**src/rtl/shift_pkg.sv**
```systemverilog
// Shared definitions for the pipelined right shifter: default geometry,
// the per-stage record layout and a small helper for stage step sizes.
package shift_pkg;

  localparam int DEF_WIDTH   = 16;
  localparam int DEF_SHAMT_W = $clog2(DEF_WIDTH);

  // One pipeline stage worth of state: valid bit, partially shifted data,
  // the shift amount still being carried along, and the fill mode.
  typedef struct packed {
    logic                   valid;
    logic [DEF_WIDTH-1:0]   data;
    logic [DEF_SHAMT_W-1:0] shamt;
    logic                   arith;
  } stage_t;

  // Stage idx shifts by 2^idx when shamt bit idx is set.
  function automatic int stepOf(input int idx);
    return 1 << idx;
  endfunction

endpackage

```
**src/rtl/shr_stage.sv**
```systemverilog
// One registered stage of the right shifter. It shifts the upstream data
// right by STEP when the matching shamt bit is set, keeps its own valid
// bit, and produces its enable for the ready chain.
module shr_stage
  import shift_pkg::*;
#(
  parameter int WIDTH   = DEF_WIDTH,
  parameter int SHAMT_W = DEF_SHAMT_W,
  parameter int STEP    = 1
) (
  input  logic               clk,
  input  logic               rst_n,
  input  logic               flush,
  input  logic               i_upValid,
  input  logic [WIDTH-1:0]   i_upData,
  input  logic [SHAMT_W-1:0] i_upShamt,
  input  logic               i_upArith,
  input  logic               i_enNext,
  output logic               o_en,
  output logic               o_valid,
  output logic [WIDTH-1:0]   o_data,
  output logic [SHAMT_W-1:0] o_shamt,
  output logic               o_arith
);

  localparam int BIT = $clog2(STEP);

  logic               r_valid;
  logic [WIDTH-1:0]   r_data;
  logic [SHAMT_W-1:0] r_shamt;
  logic               r_arith;

  logic               w_en;
  logic               w_fill;
  logic               w_load;
  logic [WIDTH-1:0]   w_shifted;
  logic [WIDTH-1:0]   w_next;

  // A stage may take new contents when it is empty or its successor moves.
  always_comb begin
    w_en = ~r_valid | i_enNext;
  end

  // Arithmetic shifts replicate the operand's top bit, which every earlier
  // arithmetic stage has preserved in place; logical shifts fill with zero.
  always_comb begin
    w_fill    = i_upArith & i_upData[WIDTH-1];
    w_shifted = {{STEP{w_fill}}, i_upData[WIDTH-1:STEP]};
    w_next    = i_upShamt[BIT] ? w_shifted : i_upData;
    w_load    = w_en & i_upValid & ~flush;
  end

  // Valid advances on enable and is wiped by flush; payload only loads when
  // a real operation moves in, so bubbles and flushes leave it untouched.
  always_ff @(posedge clk or negedge rst_n) begin
    if (!rst_n) begin
      r_valid <= 1'b0;
      r_data  <= '0;
      r_shamt <= '0;
      r_arith <= 1'b0;
    end else begin
      if (flush) begin
        r_valid <= 1'b0;
      end else if (w_en) begin
        r_valid <= i_upValid;
      end
      if (w_load) begin
        r_data  <= w_next;
        r_shamt <= i_upShamt;
        r_arith <= i_upArith;
      end
    end
  end

  assign o_en    = w_en;
  assign o_valid = r_valid;
  assign o_data  = r_data;
  assign o_shamt = r_shamt;
  assign o_arith = r_arith;

endmodule

```
**src/rtl/srl_pipe.sv**
```systemverilog
// Pipelined 16-bit right shifter (logical or arithmetic) with a valid/ready
// handshake. Each of the SHAMT_W stages handles one shamt bit; the ready
// chain is purely combinational from out_ready, so a full pipeline can
// accept and retire in the same cycle.
module srl_pipe
  import shift_pkg::*;
#(
  parameter int WIDTH   = DEF_WIDTH,
  parameter int SHAMT_W = DEF_SHAMT_W
) (
  input  logic               clk,
  input  logic               rst_n,
  input  logic               flush,
  input  logic               in_valid,
  output logic               in_ready,
  input  logic [WIDTH-1:0]   Ain,
  input  logic [SHAMT_W-1:0] shamt,
  input  logic               arith,
  output logic               out_valid,
  input  logic               out_ready,
  output logic [WIDTH-1:0]   Aout
);

  logic [SHAMT_W:0]   w_en;
  logic [SHAMT_W-1:0] w_valid;
  logic [SHAMT_W-1:0] w_arith;
  logic [WIDTH-1:0]   w_data  [SHAMT_W];
  logic [SHAMT_W-1:0] w_shamt [SHAMT_W];

  // The output stage can always advance when the consumer is ready.
  assign w_en[SHAMT_W] = out_ready;

  for (genvar g = 0; g < SHAMT_W; g++) begin : gStage
    logic               w_upValid;
    logic [WIDTH-1:0]   w_upData;
    logic [SHAMT_W-1:0] w_upShamt;
    logic               w_upArith;

    if (g == 0) begin : gHead
      assign w_upValid = in_valid;
      assign w_upData  = Ain;
      assign w_upShamt = shamt;
      assign w_upArith = arith;
    end else begin : gBody
      assign w_upValid = w_valid[g-1];
      assign w_upData  = w_data[g-1];
      assign w_upShamt = w_shamt[g-1];
      assign w_upArith = w_arith[g-1];
    end

    shr_stage #(
      .WIDTH  (WIDTH),
      .SHAMT_W(SHAMT_W),
      .STEP   (stepOf(g))
    ) u_stage (
      .clk      (clk),
      .rst_n    (rst_n),
      .flush    (flush),
      .i_upValid(w_upValid),
      .i_upData (w_upData),
      .i_upShamt(w_upShamt),
      .i_upArith(w_upArith),
      .i_enNext (w_en[g+1]),
      .o_en     (w_en[g]),
      .o_valid  (w_valid[g]),
      .o_data   (w_data[g]),
      .o_shamt  (w_shamt[g]),
      .o_arith  (w_arith[g])
    );
  end

  // Nothing is taken in while a flush is being applied.
  assign in_ready  = w_en[0] & ~flush;
  assign out_valid = w_valid[SHAMT_W-1];
  assign Aout      = w_data[SHAMT_W-1];

  // The last stage's shamt and fill mode have no further consumer.
  logic w_unused_tail;
  assign w_unused_tail = ^{w_shamt[SHAMT_W-1], w_arith[SHAMT_W-1]};

endmodule

```
**config.mk**
```make
export PLATFORM = sky130hd
export DESIGN_NAME = srl_pipe
export DESIGN_NICKNAME = d
export VERILOG_FILES = /design/src/rtl/shift_pkg.sv /design/src/rtl/shr_stage.sv /design/src/rtl/srl_pipe.sv
export SDC_FILE = /design/constraint.sdc
export NUM_CORES = 1
export LEC_CHECK = 0
export ABC_AREA = 1
export ABC_CLOCK_PERIOD_IN_PS = 1900
export CAP_MARGIN = 20
export CORE_ASPECT_RATIO = 0.5
export CORE_MARGIN = 4
export CORE_UTILIZATION = 60
export DETAILED_ROUTE_END_ITERATION = 10
export PLACE_DENSITY = 0.95
export SETUP_SLACK_MARGIN = 0.2
export SLEW_MARGIN = 20
export SYNTH_ARGS = -nofsm -noshare
export SYNTH_HDL_FRONTEND = slang
export SYNTH_SLANG_ARGS = --single-unit
```
**constraint.sdc**
```tcl
create_clock -name clk -period 1.9 [get_ports clk]
set_input_delay 0.38 -clock clk [delete_from_list [all_inputs] [get_ports clk]]
set_output_delay 0.38 -clock clk [all_outputs]
set_load 0.03 [all_outputs]
```
==> run metrics, run 1 <==
Setup crit start kind=register; Final Hold Fails=0; Core Region=between 0.005 and 0.006 mm^2; Multi-input gate area=between 0.001 and 0.0015 mm^2; drt via density=about 5.5; # diodes=0; CP Buf/Inv Count=3; Post-Synthesis Cells=around 470; wl on met1=approximately 3.7 mm; WL/cell=about 15 um; pwr/cell area=around 1100 mW/mm^2; Worst slew margin=38.32%; Synth warnings=0; GRT Overall Usage=between 20 and 25%; area grow syn2layout=24.92%; final-stage net count=539; Slowest-stage cell, CP=dfrtp_1; Sink Count=just under 80; vias in the first global route=2997; antenna violations before repair=0; most frequent cells in the layout=nand2_1, dfrtp_1, o21ai_0; Avg Cell Area, Syn=7.832 um^2; first-pass GRT wire length=13.46 mm; GRT Residual Overflow=0; DRT iter0 DRCs=309; Reg2Reg Depth=2; Placed Cells=567; Worst path top cell family by delay=flip-flops; register area=between 0.0015 and 0.002 mm^2; Slowest Stage Delay on Critical Path=0.34 ns; sequential area share after synthesis=52.79%; CTS root buf=clkbuf_16; most area-consuming cells after synthesis=dfrtp_1, nand2_1, o21ai_0; register bit total from synthesis=between 70 and 80; RD Place Congestion=about 0.81; fin. max-slew vios=0; Initial Util=between 60% and 70%; final non-filler cell total=slightly below 600; Routed WL=around 8.6 mm; layout cell share with drive strength beyond 1=10.06%; I/O Pins=44; setup ws final=0.1896 ns; crit end category=output port; Netlist cell types=19; dpl ws=approximately 0.035 ns; status=finished, final reports clean; H-tree depth=3; clock period minus worst slack=1.710 ns; CTS tree=done; crit path cell chain=inv_2 > nor2_4 > nand4_1 > inv_1 > nor2_2 > buf_6; die area=~0.0075 mm^2; Leak Pwr=0.002324 uW; width of the die=about 120 um; Placement Rows=19; DR DRC count=0; Clock Tree Buf Depth=2; Finished Core Util=80.25%; worst skew pair latency=between 0.3 and 0.4 ns; total CTS buffers=9; most common cell after layout, fill and taps aside=nand2_1; Max VDD drop=roughly 0.00057 V; WP data arrival=roughly 1.3 ns; port bufs=between 40 and 50; CP Data Required Time=around 1.5 ns; Synth top area share=52.79%; WL met2=between 4 and 5 mm; setup_tns=0 ns; crit path kind=reg2out; fmax=around 580 MHz; Crit Reg-Reg Startpoint=gStage[0].u_stage.o_shamt[1]; Worst-path clk slew=around 0.050 ns; Die Ht=between 60 and 70 um; Setup Skew=between 0.004 and 0.005 ns; Mapped Nets=roughly 490; First-pass DRT Iterations=5; HPWL after DPL=just over 5 mm; highest metal used=met4; final setup violation count=0; RSZ-0062 raised after global routing=true; Worst Hold Class=in2async; worst flop-to-flop path endpoint=gStage[1].u_stage.o_data[12]; largest net degree at the start of global routing=37; Routed Antenna Nets=0; Worst Path Max Fanout=2; Fillers=~350; Least-Margin Pin Slew=slightly above 0.9 ns; final period utilization=between 90% and 100%; Critical Path Stages=6; Post-Syn Area=between 0.003 and 0.004 mm^2; flop-to-flop setup slack=about 0.21 ns; post-synth top area cell=dfrtp_1; crit path to=in_ready; Max-Cap Viols=0; Worst Setup SP=gStage[3].u_stage.o_valid; via count=roughly 3200; metal3 WL=between 600 and 700 um
synth_stat cells:
| cell type | count |
|---|---|
| a21oi_1 | 16 |
| clkbuf_1 | 12 |
| o21ai_1 | 7 |
| nor2_1 | 15 |
| dfrtp_1 | 77 |
| nor2_2 | 1 |
| buf_2 | 8 |
| nor2_4 | 2 |
| o21ai_0 | 73 |
| nand2_2 | 3 |
| nand3_1 | 25 |
| o21ai_2 | 4 |
| inv_1 | 42 |
| inv_2 | 3 |
| o21a_1 | 1 |
| nand4_1 | 3 |
| nand2_1 | 167 |
| buf_6 | 6 |
| buf_1 | 1 |
worst register-to-register path, cell delays in order, from the launching register on:
cell	delay, ns
dfrtp_1	0.94
o21ai_0	0.37
o21ai_0	0.29
cell families (layout without fill, tap and decap cells):
| family | after synthesis | after routing | synth area share, % |
|---|---|---|---|
| AND/OR/NAND/NOR | 216 | 216 | 23.96 |
| buffers and inverters | 72 | 123 | 8.913 |
| AO/OA/AOI/OAI | 101 | 101 | 14.33 |
| flip-flops | 77 | 77 | 52.79 |
state kept, by name (all words and copies together) (netlist names):
| signal | flops |
|---|---|
| gStage.u_stage.o_data | 64 |
| gStage.u_stage.o_shamt | 6 |
| gStage.u_stage.o_valid | 4 |
| gStage.u_stage.o_arith | 3 |
worst min path at each step:
| stage | startpoint | to | slack (ns) | cells past startpoint |
|---|---|---|---|---|
| after floorplan | rst_n | gStage[0].u_stage.o_arith | 0.08 | 0 |
| after detailed placement | rst_n | gStage[0].u_stage.o_valid | 0.42 | 1 |
| after global placement | rst_n | gStage[0].u_stage.o_valid | 0.42 | 1 |
| after global routing | rst_n | gStage[0].u_stage.o_shamt[3] | 0.1 | 1 |
| after CTS | rst_n | gStage[0].u_stage.o_valid | 0.08 | 1 |
| final | rst_n | gStage[0].u_stage.o_shamt[3] | 0.06 | 1 |
metrics by stage:
stage	hold slack, ns	total power, uW	instance area [um^2]
2_1_floorplan	0.08441	3050	3652
3_3_place_gp	0.4200	3488	4150
3_5_place_dp	0.4233	3551	4150
4_1_cts	0.07607	5062	4436
5_1_grt	0.09859	5403	4559
6_report	0.06245	5103	4559
area by class of cell:
| type | count | area share (%) |
|---|---|---|
| Clock inverter | 1 | 0.1098 |
| Sequential cell | 77 | 42.26 |
| Multi-Input combinational cell | 317 | 31.17 |
| Tap cell | 73 | 2.003 |
| Inverter | 45 | 3.705 |
| Timing Repair Buffer | 63 | 14.74 |
| Clock buffer | 14 | 6.010 |
timing repair:
item / CTS / global route
resized for setup: 19 / 10
endpoints found under the setup margin: 18 / 22
cloned: 0 / 3
pin swaps: 0 / 1
endpoints found under the hold margin: 0 / 0
setup buffers: 4 / 1
hold buffers: 0 / 0
layer usage:
metal | GRT usage [%] | vias up
met2 | 36.96 | 140
met3 | 5.987 | 23
met1 | 28.69 | 1491
li1 | - | 1580
met5 | 0 | -
met4 | 7.737 | 0
power breakdown:
group / total, uW / internal [uW] / switching, uW
logic: 1230 / 455 / 772
clock network: 1580 / 982 / 597
registers: 2300 / 2000 / 292
total: 5100 / 3440 / 1660
Power figures use the tool's default switching activity.
==> inputs of run 2 (changes only) <==
--- a/config.mk
+++ b/config.mk
@@ -13,7 +13,6 @@
 export CORE_UTILIZATION = 60
 export DETAILED_ROUTE_END_ITERATION = 10
 export PLACE_DENSITY = 0.95
-export SETUP_SLACK_MARGIN = 0.2
 export SLEW_MARGIN = 20
 export SYNTH_ARGS = -nofsm -noshare
 export SYNTH_HDL_FRONTEND = slang
==> run 2 against run 1 <==
Net effect:
- clock skew barely moved
- routed wire length fell by 17%
- final cell count fell by 1.2%
- clock power rose by 9%
- design area fell by 2.4%
- die area did not move
- critical path type is now in2out
==> run metrics, run 2 (synthesis results as in run 1) <==
Max VDD drop=0.0005877 V (+2.3%); WHS Endpoint=gStage[3].u_stage.o_data[13]; First-pass DRT Iterations=5 (unchanged); DRT iter0 DRCs=256 (-17%); most frequent cells in the layout=nand2_1, dfrtp_1, o21ai_0; die area=0.007471 mm^2 (unchanged); Max-Cap Viols=0 (unchanged); GRT Overall Usage=20.69% (-1.6 points); worst flop-to-flop path endpoint=gStage[1].u_stage.o_data[2]; I/O Pins=44 (unchanged); antenna violations before repair=0 (unchanged); via count=2994 (-7.4%); Reg2Reg Depth=2 (unchanged); largest net degree at the start of global routing=60 (+62%); post-cts resize count=0 (-19); hold_sp=gStage[3].u_stage.o_data[13]; worst skew pair latency=0.33 ns (about the same); fmax=537.7 MHz (-8.0%); Routed Antenna Nets=0 (unchanged); Worst slew margin=48.83% (+11 points); width of the die=118.3 um (unchanged); RD Place Congestion=0.8103 (+0.28%); final-stage net count=531 (-1.5%); layout cell share with drive strength beyond 1=8.039% (-2.0 points); crit end category=output port; final setup violation count=0 (unchanged); crit path cell chain=clkdlybuf4s50_1 > nor2_4 > nand4_1 > inv_1 > nor2_1 > buf_4; flop-to-flop setup slack=0.50 ns (+0.29 ns); Slowest Stage Delay on Critical Path=0.44 ns (+0.10 ns); Slowest-stage cell, CP=clkdlybuf4s50_1; # diodes=0 (unchanged); port bufs=43 (unchanged); Leak Pwr=0.002196 uW (-5.5%); Setup Skew=0.004104 ns (+0.00002518 ns); CTS root buf=clkbuf_16; GRT Residual Overflow=0 (unchanged); total CTS buffers=9 (unchanged); max FFs per register=64 (unchanged); area grow syn2layout=21.94%; Clock Tree Buf Depth=2 (unchanged); vias in the first global route=2719 (-9.3%); WL/cell=12.28 um (-16%); crit path kind=in2out; Die Ht=63.15 um (unchanged); fin. max-slew vios=0 (unchanged); Critical Path Stages=6 (unchanged); dpl ws=0.02056 ns (-0.01395 ns); Worst Hold Class=reg2reg; power after layout=5261 uW (+3.1%); RSZ-0062 raised after global routing=false; status=finished, final reports clean; CTS tree=done; CP Data Required Time=1.52 ns (about the same); Placement Rows=19 (unchanged); Sink Count=77 (unchanged); first-pass GRT wire length=12.45 mm (-7.5%); Worst path top cell family by delay=buffers and inverters; drt via density=5.136 (-6.3%); Routed WL=7.159 mm (-17%); WP data arrival=1.48 ns (+0.15 ns); Hold Path Depth=2; Finished Core Util=78.33% (-1.9 points); HPWL after DPL=5.068 mm (-1.2%); H-tree depth=3 (unchanged); Crit Reg-Reg Startpoint=gStage[0].u_stage.o_shamt[1]; setup_tns=0 ns (unchanged); Setup crit start kind=primary input; Least-Margin Pin Slew=0.7676 ns (-0.1575 ns); most common cell after layout, fill and taps aside=nand2_1; clock period minus worst slack=1.860 ns (+0.1493 ns); final period utilization=97.88% (+7.9 points); Initial Util=64.24% (unchanged); setup ws final=0.04034 ns (-0.1493 ns); pwr/cell area=1182 mW/mm^2 (+5.6%); CP Buf/Inv Count=3 (unchanged); Worst Path Max Fanout=3 (+1); Worst-path clk slew=0.05 ns (about the same); Final Hold Fails=0 (unchanged); DR DRC count=0 (unchanged); Core Region=0.005682 mm^2 (unchanged)
run 2: cell count changes in the layout (fill, tap and decap cells not counted), sizes merged:
cell | before | now
buf | 19 | 13
bufinv | 0 | 1
clkbuf | 17 | 13
clkdlybuf4s50 | 22 | 41
clkinvlp | 0 | 1
dlygate4sd2 | 19 | 0
dlygate4sd3 | 0 | 1
run 2: area by class of cell:
cell class | instances | area, um^2
repair buffers | 55 | 553.0
multi-input cells | 317 | 1398
clock buffers | 13 | 270.3
fillers | 368 | 1231
flip-flops and latches | 77 | 1927
inverters | 45 | 168.9
well taps | 73 | 91.34
clock inverters | 3 | 42.54
run 2: layer usage:
metal | global-route usage, % | routed length, um | up-vias
met4 | 6.715 | 55 | 0
met2 | 32.27 | 3247 | 89
met3 | 6.345 | 410 | 6
li1 | - | - | 1560
met5 | 0 | 0 | -
met1 | 27.92 | 3446 | 1339
run 2: worst max path at each step:
stage / endpoint / slack (ns) / startpoint
5_1_grt: in_ready / 0.004 / out_ready
6_report: in_ready / 0.04 / out_ready
4_1_cts: in_ready / 0.06 / out_ready
3_5_place_dp: gStage[3].u_stage.o_data[6] / 0.02 / flush
2_1_floorplan: in_ready / 0.09 / gStage[3].u_stage.o_valid
3_3_place_gp: gStage[3].u_stage.o_data[3] / 0.06 / flush
run 2: report_power, final:
part / leakage (uW) / total [uW] / internal (uW) / switching [uW]
sequential: 0.000983 / 2290 / 2000 / 283
combinational: 0.00106 / 1240 / 518 / 723
clock: 0.000152 / 1730 / 1120 / 612
run 2: metrics by stage:
step                      hold WS (ns)  cells  instance area, um^2
after floorplan                0.08441    466                 3650
after global placement          0.3374    566                 4128
after detailed placement        0.3379    566                 4128
after CTS                       0.4763    583                 4451
after global routing            0.5029    583                 4451
final                           0.4719    583                 4451
run 2: worst register-to-register path: cells and delay by family (launching register included):
family | cells | cell delay [ns]
DFF | 1 | 0.84
AOI/OAI and AO/OA | 2 | 0.48
run 2: timing repair:
action,in CTS,in global routing
hold buffers,1,0
setup buffers,0,0
hold endpoints to repair,18,0
endpoints found under the setup margin,0,0
==> inputs of run 3 (changes only) <==
--- a/config.mk
+++ b/config.mk
@@ -8,10 +8,13 @@
 export ABC_AREA = 1
 export ABC_CLOCK_PERIOD_IN_PS = 1900
 export CAP_MARGIN = 20
+export CELL_PAD_IN_SITES_DETAIL_PLACEMENT = 2
+export CELL_PAD_IN_SITES_GLOBAL_PLACEMENT = 2
 export CORE_ASPECT_RATIO = 0.5
 export CORE_MARGIN = 4
-export CORE_UTILIZATION = 60
+export CORE_UTILIZATION = 35
 export DETAILED_ROUTE_END_ITERATION = 10
+export HOLD_SLACK_MARGIN = 0.15
 export PLACE_DENSITY = 0.95
 export SLEW_MARGIN = 20
 export SYNTH_ARGS = -nofsm -noshare
==> run 3 against run 2 <==
Net effect:
- hold slack worse by 0.0016 ns
- power up 3.8%
- highest routed layer unchanged
- non-clock buffer count up 6
- largest cell class unchanged
- critical endpoint unchanged
- design area up 3.0%
==> run metrics, run 3 (synthesis results as in run 1) <==
status=finished, final reports clean; vias in the first global route=3619 (+33%); Leak Pwr=0.002226 uW (+1.4%); setup ws final=0.07854 ns (+0.03820 ns); Setup Skew=0.007795 ns (+0.003691 ns); Final Instance Area=0.004582 mm^2 (+3.0%); max FFs per register=64 (unchanged); WL/cell=16.70 um (+36%); Worst Hold Class=reg2reg; crit path kind=in2out; crit path cell chain=clkdlybuf4s50_1 > nor2_4 > nand4_1 > inv_1 > nor2_1 > buf_4; Crit Reg-Reg Startpoint=gStage[3].u_stage.o_valid; Setup crit start kind=primary input; dpl ws=-0.01067 ns (-0.03123 ns); post-cts resize count=0 (unchanged); Routed WL=10.95 mm (+53%); final setup violation count=0 (unchanged); clock period minus worst slack=1.821 ns (-0.03820 ns); Least-Margin Pin Slew=0.6356 ns (-0.1320 ns); Worst Path Max Fanout=2 (-1); Final Hold Fails=0 (unchanged); via count=3216 (+7.4%); antenna violations before repair=0 (unchanged); H-tree depth=3 (unchanged); Placement Rows=26 (+7); GRT Overall Usage=19.51% (-1.2 points); hold_sp=gStage[3].u_stage.o_data[15]; drt via density=4.902 (-4.5%); I/O Pins=44 (unchanged); crit end category=output port; CTS root buf=clkbuf_16; RD Place Congestion=0.7478 (-7.7%); Worst-path clk slew=0.05 ns (about the same); Max-Cap Viols=0 (unchanged); WP data arrival=1.44 ns (-0.04 ns); port bufs=43 (unchanged); Core Region=0.01018 mm^2 (+79%); CTS tree=done; layout cell share with drive strength beyond 1=9.109% (+1.1 points); Sink Count=77 (unchanged); Routed Antenna Nets=0 (unchanged); HPWL after DPL=7.350 mm (+45%); Fillers=1146 (+210%); most common cell after layout, fill and taps aside=nand2_1; hold_ws=0.4703 ns (-0.001598 ns); area grow syn2layout=25.54%; total CTS buffers=9 (unchanged); most frequent cells in the layout=nand2_1, dfrtp_1, o21ai_0; Worst Setup SP=out_ready; Max VDD drop=0.0003991 V (-32%); final-stage net count=537 (+1.1%); Worst slew margin=57.62% (+8.8 points); Initial Util=35.84% (-28 points); # diodes=0 (unchanged); fmax=549.0 MHz (+2.1%); fin. max-slew vios=0 (unchanged); Slowest-stage cell, CP=clkdlybuf4s50_1; pwr/cell area=1191 mW/mm^2 (+0.80%); largest net degree at the start of global routing=42 (-30%); first-pass GRT wire length=18.95 mm (+52%); Die Ht=80.21 um (+27%); GRT Residual Overflow=0 (unchanged); First-pass DRT Iterations=4 (-1); Slowest Stage Delay on Critical Path=0.45 ns (about the same); final period utilization=95.87% (-2.0 points); width of the die=152.4 um (+29%); DR DRC count=0 (unchanged); Worst path top cell family by delay=buffers and inverters; CP Data Required Time=1.52 ns (about the same); DRT iter0 DRCs=146 (-43%); worst skew pair latency=0.34 ns (about the same); Clock Tree Buf Depth=2 (unchanged); CP Buf/Inv Count=3 (unchanged); DP Area=0.004244 mm^2 (+2.8%); die area=0.01223 mm^2 (+64%)
run 3: per-stage QoR:
step | utilization, % | TNS, ns | std cells | power, uW
floorplan | - | 0 | 466 | 3050
global placement | 41.68 | 0 | 637 | 3546
detailed placement | 41.68 | -0.01067 | 637 | 3661
CTS | 44.85 | 0 | 654 | 5526
global route | 45.00 | -0.005871 | 656 | 5806
finish | 45.00 | 0 | 656 | 5459
run 3: final timing paths:
kind / endpoint / slack (ns) / depth (start not counted)
worst min-delay path: gStage[3].u_stage.o_data[15] / 0.47 / 2
worst max-delay path: in_ready / 0.08 / 6
worst min register to register: gStage[3].u_stage.o_data[15] / 0.47 / 2
min in group asynchronous: gStage[2].u_stage.o_data[6] / 0.54 / 2
worst max register to register: gStage[1].u_stage.o_data[13] / 0.31 / 8
max in group asynchronous: gStage[0].u_stage.o_arith / 0.78 / 3
run 3: layout make-up:
class / count / area [um^2] / share of cell area (%)
well taps: 140 / 175.2 / 3.823
clock inverters: 3 / 42.54 / 0.9285
clock buffers: 13 / 270.3 / 5.898
flip-flops and latches: 77 / 1927 / 42.05
multi-input cells: 317 / 1398 / 30.50
inverters: 45 / 168.9 / 3.687
repair buffers: 61 / 600.6 / 13.11
run 3: timing repair:
action                                  4_1_cts  5_1_grt
hold buffers                                  1        0
buffers inserted                              0        2
endpoints found under the setup margin        0        1
endpoints found under the hold margin        36        0
run 3: layer usage:
layer  wire [um]  global-route usage (%)  vias up  share of wire, %
li1            -                       -     1560                 -
met1        4997                   23.10     1566                46
met2        5315                   35.58       75                49
met3         451                   4.790       15               4.1
met4         189                   6.044        0               1.7
met5           0                       0        -                 0
run 3: worst min-delay path, delay by kind of cell (launching register included):
family / cells / cell delay [ns]
and+or+nand+nor: 2 / 0.10
DFF: 1 / 0.34
run 3: power by group:
| group | switching, uW | internal [uW] |
|---|---|---|
| Clock | 660 | 1120 |
| Combinational | 853 | 533 |
| Sequential | 286 | 2010 |
| Total | 1800 | 3660 |
